$ cat src/rtl/cpu_step_sequencer.sv
// cpu_step_sequencer: T-state sequencer and opcode decoder driving register load/bus strobes.
// Optional SEQ_EARLY_END_EN: return to T0 right after an instruction's last active step.
module cpu_step_sequencer #(
    parameter int NSTEPS = 6,
    parameter int OP_W   = 4
) (
    input  logic            clk,
    input  logic            rst,
    input  logic            run,
    input  logic [OP_W-1:0] ir_op,
    input  logic            cf,
    output logic            pc_out,
    output logic            pc_inc,
    output logic            pc_load,
    output logic            mar_en,
    output logic            ram_out,
    output logic            ir_en,
    output logic            ir_out,
    output logic            a_en,
    output logic            a_out,
    output logic            b_en,
    output logic            alu_out,
    output logic            alu_sub,
    output logic            flags_en,
    output logic            out_en,
    output logic [2:0]      step,
    output logic            halted
);
    logic [2:0] step_nxt;
    logic       halted_nxt, last, act;
    logic       t0, t1, t2, t3, t4;
    logic       is_lda, is_add, is_sub, is_ldi, is_jmp, is_jc, is_out, is_hlt;

    assign t0 = step == 3'd0;
    assign t1 = step == 3'd1;
    assign t2 = step == 3'd2;
    assign t3 = step == 3'd3;
    assign t4 = step == 3'd4;
    assign is_lda = ir_op == OP_W'(4'h1);
    assign is_add = ir_op == OP_W'(4'h2);
    assign is_sub = ir_op == OP_W'(4'h3);
    assign is_ldi = ir_op == OP_W'(4'h4);
    assign is_jmp = ir_op == OP_W'(4'h6);
    assign is_jc  = ir_op == OP_W'(4'h7);
    assign is_out = ir_op == OP_W'(4'hE);
    assign is_hlt = ir_op == OP_W'(4'hF);
    // Controls are held low during reset and after halt, regardless of step.
    assign act = rst && !halted;

`ifdef SEQ_EARLY_END_EN
    assign last = step == 3'(NSTEPS - 1)
               || step == (is_lda ? 3'd3 : (is_add || is_sub) ? 3'd4 : 3'd2);
`else
    assign last = step == 3'(NSTEPS - 1);
`endif

    always_ff @(posedge clk or negedge rst) begin
        if (!rst) begin
            step   <= 3'd0;
            halted <= 1'b0;
        end else begin
            step   <= step_nxt;
            halted <= halted_nxt;
        end
    end

    // The halting edge leaves step parked at T2.
    always_comb begin
        halted_nxt = halted || (run && t2 && is_hlt);
        step_nxt   = (halted_nxt || !run) ? step : last ? 3'd0 : step + 3'd1;
    end

    always_comb begin
        pc_out   = act && t0;
        pc_inc   = act && t1;
        ir_en    = act && t1;
        pc_load  = act && t2 && (is_jmp || (is_jc && cf));
        mar_en   = act && (t0 || (t2 && (is_lda || is_add || is_sub)));
        ram_out  = act && (t1 || (t3 && (is_lda || is_add || is_sub)));
        ir_out   = act && t2 && (is_lda || is_add || is_sub || is_ldi || is_jmp || (is_jc && cf));
        a_en     = act && ((t2 && is_ldi) || (t3 && is_lda) || (t4 && (is_add || is_sub)));
        a_out    = act && t2 && is_out;
        out_en   = act && t2 && is_out;
        b_en     = act && t3 && (is_add || is_sub);
        alu_out  = act && t4 && (is_add || is_sub);
        flags_en = act && t4 && (is_add || is_sub);
        alu_sub  = act && is_sub && (t3 || t4);
    end
endmodule
$ cat config.mk
export PLATFORM = sky130hd
export DESIGN_NAME = cpu_step_sequencer
export DESIGN_NICKNAME = d
export VERILOG_FILES = /design/src/rtl/cpu_step_sequencer.sv
export SDC_FILE = /design/constraint.sdc
export NUM_CORES = 1
export LEC_CHECK = 0
export CORE_MARGIN = 2
export CORE_UTILIZATION = 30
export DETAILED_ROUTE_END_ITERATION = 8
export HOLD_SLACK_MARGIN = 0.12
export PLACE_DENSITY_LB_ADDON = 0.1
export SETUP_SLACK_MARGIN = 0.15
export SYNTH_ARGS = -nofsm -noshare
export SYNTH_HDL_FRONTEND = slang
export SYNTH_SLANG_ARGS = --single-unit
$ cat constraint.sdc
create_clock -name clk -period 2 [get_ports clk]
set_clock_uncertainty 0.15 [all_clocks]
set_input_delay 0.2 -clock clk [delete_from_list [all_inputs] [get_ports clk]]
set_output_delay 0.2 -clock clk [all_outputs]
set_load 0.01 [all_outputs]
Yosys cells after proc, flatten, opt, wreduce, memory -nomap -nowiden
Index checks and enable logic that the tools add are counted.
Storage, ports and cells
  bits in registers: 4
  output and inout bits: 18
  word-level logic and storage cells: 58
Operators by class
  $add $sub $neg: 1
  eq/ne operators: 13
  muxes and demuxes: 1
  reduce and logical (&&, ||, !) cells: 41
Operators with widths (count)
  1-bit logical AND: 24
  1-bit logical OR: 14
  4-bit by 3-bit equality test with 1-bit output, second input constant: 3
  4-bit by 2-bit equality test with 1-bit output, second input constant: 2
  4-bit equality test, second input constant: 2
  3-bit by 2-bit equality test with 1-bit output, second input constant: 2
  3-bit equality test, second input constant: 2
  4-bit by 1-bit equality test with 1-bit output, second input constant: 1
  3-bit by 1-bit adder with 3-bit output, second input constant: 1
  3-bit by 1-bit equality test with 1-bit output, second input constant: 1
  3-bit zero test: 1
  3-bit 2-to-1 mux: 1
  1-bit zero test: 2

Depth between registers and ports, before layout
Gate-level depths: netlist of run 1.
  word-level depth: 7
  gate-level depth with buffers: 6
  mapped depth without buffers: 5

Least setup slack after synthesis of run 1
Ideal clock, no wire load.
  kind: flip-flop to output port
  from: reg step[0]
  to: out ir_out
  data arrival time: 1.443 ns
  required time: 1.650 ns
  path slack: 0.207 ns
  stages on the path, launching flop included: 5
  path through: dfrtp_1 -> buf_6 -> nand2b_4 -> or4b_4 -> a311oi_2
On the way
  cells in the longest elaborated chain, start to end: 3
RTL lines
  from (decl): RTL line 26  | output logic [2:0] step,
  from (signal assigned): RTL line 62  | step <= step_nxt;
  3-bit by 2-bit equality test with 1-bit output: RTL line 36  | assign t2 = step == 3'd2;
  1-bit logical AND (2 in a row): RTL line 80  | ir_out = act && t2 && (is_lda || is_add || is_sub || is_ldi || is_jmp || (is_jc && cf));
  to (decl): RTL line 18  | output logic ir_out,
No other way between the ends.

Final worst setup path of run 1
Ends and elaborated chain as after synthesis.

==> metrics.cfg, run 1 <==
[setup_path]
reg2reg_slack_ps = 600
startpoint_type = register
cp-end-kind = primary output
critical_path_class = register to primary output
critPathMaxFanout = 3
cp.required_ps = 1650
arrival_ps = 1650

[global_route]
grt_max_degree = 9
grt_pass1_vias = 531
grt-ovfl-total = 0
grt_antenna_before_repair = 0
met1_usage = 0.2057
grt_busiest_layer = met2
grt_pass1_wl_mm = 2.283
gr-usage-met2 = 0.2788
grt.total_usage = 0.1713
gr-usage-met3 = 0.02979

[cells_and_area]
nNetsFinal = 116
mostFrequentLayoutCell = buf_4
layout-drive-gt1-share = 0.5238
syn_to_final_growth_pct = 98.36
antenna_cells = 0
final_cell_mix = 23 x buf_4, 10 x buf_2, 7 x clkdlybuf4s50_1, 4 x dfrtp_1
finalNonFillerCells = 121

[timing]
tightest_slew_ps = 367.9
max_slew_margin = 0.7543
hold_violations = 0
max_freq_ghz = 0.5010
setup-violations-final = 0
rsz0062_at_grt = yes
finalCritPeriodShare = 0.9979
drv_slew = 0
finalCriticalPeriod_ps = 1996
final.hold.worst_slack_ps = 384.1

[detailed_routing]
first_pass_iters = 4
drc = 0
ant_nets = 0
vias = 587
routed_wl_mm = 1.327
drtIter0Drc = 6
wl_per_cell_um = 10.97
vias_per_cell = 4.851

[yosys]
syn-num-nets = 66
syn_area_um2 = 456.7
yosys-top-cells-area = dfrtp_1 22%, buf_4 4.9%, nand3b_1 4.9%, and3_1 4.1%, nor2_1 4.1%
ys_warn_count = 0
avgSynthCellArea_um2 = 8.012
yosysTopAreaCell = dfrtp_1
synth-edff-count = 0
ys.flop_type = dfrtp_1
synth_top_area_frac = 0.2192
ys_seq_area_frac = 0.2192
netlist_instances = 57
synth-seq-cells = 4
ys_types = 32
async_flop_share = 1.000

[clocking]
h-tree-depth = 1
cts_buffers = 3
cts_tree = yes
cts.clk_slew.worst_paths_ps = 40
cts_sinks = 4
clk_latency_ps = 240
cts-root-buf = clkbuf_4
ctsLongestPathBuffers = 2

[floorplanning]
io_pins = 26
die-area_um2 = 1850
core-area_um2 = 1471
fp.dieW_um = 43.02
start_util = 0.3104
die_h_um = 43.02
rows = 14

[power]
vdd_drop_max_uv = 661.7
leakage_nw = 0.4717
p_per_area_nw_per_um2 = 1169

[placement]
gp_congestion = 0.7193
placed_cells = 113
hpwl_mm = 1.019
io_buffers = 25

[run_status]
status = finished, final reports clean

[job]
drv_cap = 0

[min_path]
hp-class = input port to asynchronous set/reset pin

==> cell usage after synthesis (2+ instances only) <==
cell      count
a21oi_1       3
and2_1        2
and3_1        3
buf_4         3
dfrtp_1       4
inv_1         2
nand2_1       3
nand2b_1      2
nand3b_1      3
nor2_1        5
nor2b_1       3
nor3_1        2
nor4_1        2
o211ai_1      2
==> registers in the layout (all words and copies together) (netlist names) <==
signal	cells
step	3
halted	1
==> metal layers <==
metal,vias to the layer above,part of all wire
met5,-,0
li1,302,-
met1,264,0.41
met3,2,0.057
met2,19,0.52
met4,0,0.014
==> kinds of logic after synthesis <==
group | share of synthesized area
AND/OR/NAND/NOR | 0.4356
flip-flops | 0.2192
AO/OA/AOI/OAI | 0.1890
adder cells (fa/ha/maj) | 0.02739
buffers and inverters | 0.1096
XOR/XNOR | 0.01918
==> path summary, 6_finish.rpt <==
| path | depth (start not counted) | to | startpoint |
|---|---|---|---|
| setup / recovery | 4 | ir_out | step[0] |
| hold / removal | 3 | step[2] | rst |
| setup reg to reg | 5 | step[2] | step[0] |
| hold reg to reg | 2 | halted | halted |
| max in group asynchronous | 3 | step[1] | rst |
| min in group clk | 2 | halted | run |
==> critical path: stages, from the launching register on <==
cell      delay [ps]
dfrtp_1          400
nand2b_4         150
or4b_4           510
a311oi_2         180
buf_2            160
==> layout make-up <==
| type | count | area (um^2) |
|---|---|---|
| sequential | 4 | 100.1 |
| timing repair buffer | 51 | 391.6 |
| clock buffer | 3 | 22.52 |
| fill | 156 | 565.5 |
| inverter | 2 | 7.507 |
| tap | 16 | 20.02 |
| multi-input combinational | 45 | 364.1 |
==> metrics by stage <==
stage / power [mW] / setup TNS [ps] / setup WS [ps] / util / area [um^2]
2_1_floorplan: 0.4775 / 0 / 206.9 / - / 456.7
3_5_place_dp: 0.8295 / -3863 / -441.4 / 0.5723 / 842.1
3_3_place_gp: 0.8271 / -3844 / -444.9 / 0.5723 / 842.1
4_1_cts: 1.034 / 0 / 1.664 / 0.6148 / 904.6
6_report: 1.059 / 0 / 4.156 / 0.6156 / 905.9
5_1_grt: 1.148 / -101.8 / -57.31 / 0.6156 / 905.9
==> repair_timing <==
action                                 in CTS  in global routing
pin swaps                                   3                  1
hold buffers                                1                  0
setup buffers                               2                  2
setup endpoints to repair                  14                 11
endpoints found under the hold margin       4                  0
gates resized for setup                    57                 13
==> power breakdown <==
part / internal [mW] / switching (mW) / total [mW]
combinational: 0.471 / 0.324 / 0.795
sequential: 0.122 / 0.0416 / 0.164
clock: 0.0671 / 0.0329 / 0.100
total: 0.661 / 0.398 / 1.06
(Power assumes the default switching activity.)
==> run 2: changes to the inputs <==
- CORE_MARGIN: 2 -> unset
- PLACE_DENSITY: unset -> 0.66
- PLACE_DENSITY_LB_ADDON: 0.1 -> unset
==> metrics.cfg, run 2 (same netlist as run 1, synthesis figures left out) <==
[run_status]
status = finished, final reports clean

[placement]
gp_congestion = 0.7643
hpwl_um = 986.3
io_buffers = 25
placed_cell_area_um2 = 825.8
dpl_worst_slack_ps = -456.8

[setup_path]
critPathMaxFanout = 3
cp-end-kind = primary output
slowest_stage = or4b_4
cp.required_ps = 1650
arrival_ps = 1620
cp_num_buf_inv = 1
cpLargestDelayFamily = simple AND/OR/NAND/NOR gates
cp_cell_sequence = nand2b_4 -> or4b_4 -> a311oi_2 -> buf_2
slowest_delay_ps = 500
startpoint_type = register
critical_path_class = register to primary output
reg2reg_slack_ps = 620

[floorplanning]
fp.dieW_um = 41.02
die_h_um = 41.02
start_util = 0.3383
rows = 13
core-area_um2 = 1350
die-area_um2 = 1682
io_pins = 26

[global_route]
grt_pass1_wl_mm = 2.042
grt_busiest_layer = met2
grt-ovfl-total = 0
gr-usage-met2 = 0.3086
grt_antenna_before_repair = 0
met1_usage = 0.2384
gr-usage-met3 = 0.03261
grt_pass1_vias = 453
grt_max_degree = 9
grt.total_usage = 0.1874

[timing]
max_freq_ghz = 0.5069
worst_slack_ps = 27.12
finalCritPeriodShare = 0.9864
drv_slew = 0
tightest_slew_ps = 393.6
final.hold.worst_slack_ps = 402.8
max_slew_margin = 0.7371
hold_violations = 0
setup-violations-final = 0
finalCriticalPeriod_ps = 1973
rsz0062_at_grt = yes

[cells_and_area]
final_cell_mix = 18 x buf_4, 8 x clkdlybuf4s50_1, 8 x buf_2, 4 x nor2_1, 4 x dfrtp_1
layout-drive-gt1-share = 0.4700
syn_to_final_growth_pct = 93.42
antenna_cells = 0
n_fill_cell = 118
regArea_um2 = 100.1
top_register = step
fin_area_um2 = 883.3
largest_reg_flops = 3
nNetsFinal = 111
reg.largest.list = step (3), halted (1)
mostFrequentLayoutCell = buf_4
multi_input_area_um2 = 362.8

[clocking]
cts_sinks = 4
cts_buffers = 3
cts_tree = yes
ctsLongestPathBuffers = 2
cts.clk_slew.worst_paths_ps = 30
cts-root-buf = clkbuf_4
clk_latency_ps = 230
h-tree-depth = 1

[power]
leakage_nw = 0.4426
vdd_drop_max_uv = 763.8
p_per_area_nw_per_um2 = 1119

[detailed_routing]
drtIter0Drc = 8
routed_wl_mm = 1.331
ant_nets = 0
vias = 559
wl_per_cell_um = 11.57
drc = 0
vias_per_cell = 4.861
first_pass_iters = 4

[job]
drv_cap = 0

[min_path]
hp-class = input port to asynchronous set/reset pin

==> run 2: final cells by class <==
class	instances	area share
inverters	2	0.008499
repair buffers	46	0.4207
multi-input cells	45	0.4108
flip-flops and latches	4	0.1133
well taps	15	0.02125
clock buffers	3	0.02550
==> run 2: worst paths after layout <==
kind                       startpoint  endpoint  cells after the start
setup / recovery              step[0]    ir_out                      4
hold / removal                    rst   step[2]                      3
setup reg to reg              step[0]   step[2]                      5
hold reg to reg                halted    halted                      2
max in group asynchronous         rst   step[0]                      3
min in group clk                  run    halted                      2
==> run 2: worst reg2reg max path, delay by kind of cell, from the launching register on <==
family / cells / cell delay [ps]
compound gates: 1 / 140
fa+ha+maj: 1 / 200
buf+inv: 1 / 130
flops: 1 / 390
simple gates: 2 / 300
==> run 2: power by group <==
| group | internal (mW) | switching, mW |
|---|---|---|
| logic | 0.424 | 0.300 |
| registers | 0.122 | 0.0472 |
| clock network | 0.0668 | 0.0278 |
| total | 0.613 | 0.375 |
==> run 2: metrics by stage <==
step           utilization  total power [mW]  TNS [ps]  cells
3_3_place_gp        0.6117            0.8025     -3681    110
2_1_floorplan            -            0.4775         0     57
3_5_place_dp        0.6117            0.8069     -3883    110
4_1_cts             0.6423            0.9418         0    114
6_report            0.6543            0.9882         0    115
5_1_grt             0.6543             1.061    -63.60    115
==> run 2: routing by layer <==
metal | routed length, um | up-vias
li1 | - | 291
met1 | 582 | 252
met2 | 696 | 16
met3 | 51 | 0
met4 | 0 | 0
met5 | 0 | -
==> run 2: repair_timing <==
item                       in CTS  in global routing
setup endpoints to repair      14                 12
hold buffers                    1                  0
hold endpoints to repair        4                  0
pin swaps                       3                  4
gates resized for setup        52                 12
setup buffers                   0                  1
==> run 3: changes to the inputs <==
- CAP_MARGIN: unset -> 20
- GPL_TIMING_DRIVEN: unset -> 0
==> metrics.cfg, run 3 (same netlist as run 1, synthesis figures left out) <==
[run_status]
status = complete, but fails checks
failed_checks = setup timing

[cells_and_area]
mostFrequentLayoutCell = buf_4
layout-drive-gt1-share = 0.5347
antenna_cells = 0
regArea_um2 = 101.3
n_fill_cell = 114
finalNonFillerCells = 116
top_register = step
nNetsFinal = 112
final_cell_mix = 19 x buf_4, 6 x buf_2, 6 x clkdlybuf4s50_1, 6 x dlygate4sd2_1, 4 x buf_6
multi_input_area_um2 = 385.4
syn_to_final_growth_pct = 100.3
reg.largest.list = step (3), halted (1)
largest_reg_flops = 3

[timing]
rsz0062_at_grt = yes
worst_slack_ps = -64.92
drv_slew = 0
max_freq_ghz = 0.4843
setup-violations-final = 3
finalSetupTns_ps = -137.4
hold_violations = 0
max_slew_margin = 0.6544
finalCritPeriodShare = 1.032
tightest_slew_ps = 513.7
finalCriticalPeriod_ps = 2065

[floorplanning]
die-area_um2 = 1682
io_pins = 26
core-area_um2 = 1350
fp.dieW_um = 41.02
rows = 13
die_h_um = 41.02
start_util = 0.3383

[detailed_routing]
routed_wl_mm = 1.511
ant_nets = 0
wl_per_cell_um = 13.03
first_pass_iters = 4
drc = 0
vias = 577
vias_per_cell = 4.974
drtIter0Drc = 13

[power]
vdd_drop_max_uv = 745.4
p_per_area_nw_per_um2 = 1181
leakage_nw = 0.4444
finalPower_mw = 1.080

[global_route]
grt-ovfl-total = 0
grt.total_usage = 0.1912
grt_antenna_before_repair = 0
grt_max_degree = 11
grt_pass1_wl_mm = 2.159
grt_pass1_vias = 524

[placement]
gp_congestion = 0.7198
hpwl_um = 869.6
io_buffers = 24
placed_cells = 96

[setup_path]
cp_cell_sequence = buf_6 -> nand2b_4 -> or4b_4 -> a311oi_2 -> buf_2
critical_path_class = register to primary output
cp.required_ps = 1650
slowest_delay_ps = 500
cp-end-kind = primary output
slowest_stage = or4b_4
arrival_ps = 1710
startpoint_type = register
critPathMaxFanout = 4

[clocking]
h-tree-depth = 1
cts-root-buf = clkbuf_4
ctsLongestPathBuffers = 2
cts.clk_slew.worst_paths_ps = 40
cts_sinks = 4
clk_latency_ps = 230
cts_buffers = 3
cts_tree = yes

[min_path]
hp-class = input port to register

[job]
drv_cap = 0

run 3: repair_timing:
action / 4_1_cts / 5_1_grt
gates cloned: 1 / 0
buffers inserted: 9 / 6
hold buffers: 1 / 0
setup endpoints to repair: 14 / 11
resized for setup: 54 / 23
endpoints found under the hold margin: 4 / 0
pin swaps: 6 / 5
run 3: worst max-delay path: cells and delay by family, from the launching register on:
family | cells | cell delay (ps)
simple gates | 2 | 630
flops | 1 | 370
buf+inv | 2 | 290
compound gates | 1 | 180
run 3: stage by stage:
stage / utilization / instance area [um^2] / setup slack [ps] / hold slack [ps]
finish: 0.6775 / 914.6 / -64.92 / 317.8
global route: 0.6775 / 914.6 / -134.9 / 367.8
CTS: 0.6284 / 848.3 / -98.92 / 300.0
detailed placement: 0.5301 / 715.7 / -760.5 / 277.0
global placement: 0.5301 / 715.7 / -742.6 / 273.5
floorplan: - / 456.7 / 206.9 / -245.6
run 3: path summary, 6_finish.rpt:
| check | startpoint | slack (ps) | depth (start not counted) | to |
|---|---|---|---|---|
| max | step[0] | -60 | 5 | ir_out |
| min | ir_op[1] | 320 | 4 | step[0] |
| max reg2reg | step[1] | 550 | 5 | step[2] |
| min reg2reg | halted | 470 | 2 | halted |
| max in group asynchronous | rst | 1150 | 2 | step[2] |
| min in group asynchronous | rst | 370 | 2 | step[0] |
run 3: final cells by class:
cell class,count,area share
timing repair buffer,41,0.3516
inverter,2,0.008208
buffer,6,0.06293
tap,15,0.02052
multi-input combinational,45,0.4213
sequential,4,0.1108
clock buffer,3,0.02462
run 3: routing by layer:
layer  vias up  global-route usage  wire length, um
met4         0              0.1000               10
li1        293                   -                -
met5         -                   0                0
met2        18              0.3281              793
met1       264              0.2328              638
met3         2             0.01630               69
run 3: report_power, final:
part	switching [mW]	internal [mW]
clock	0.0291	0.0669
sequential	0.0559	0.124
combinational	0.342	0.463
total	0.427	0.653
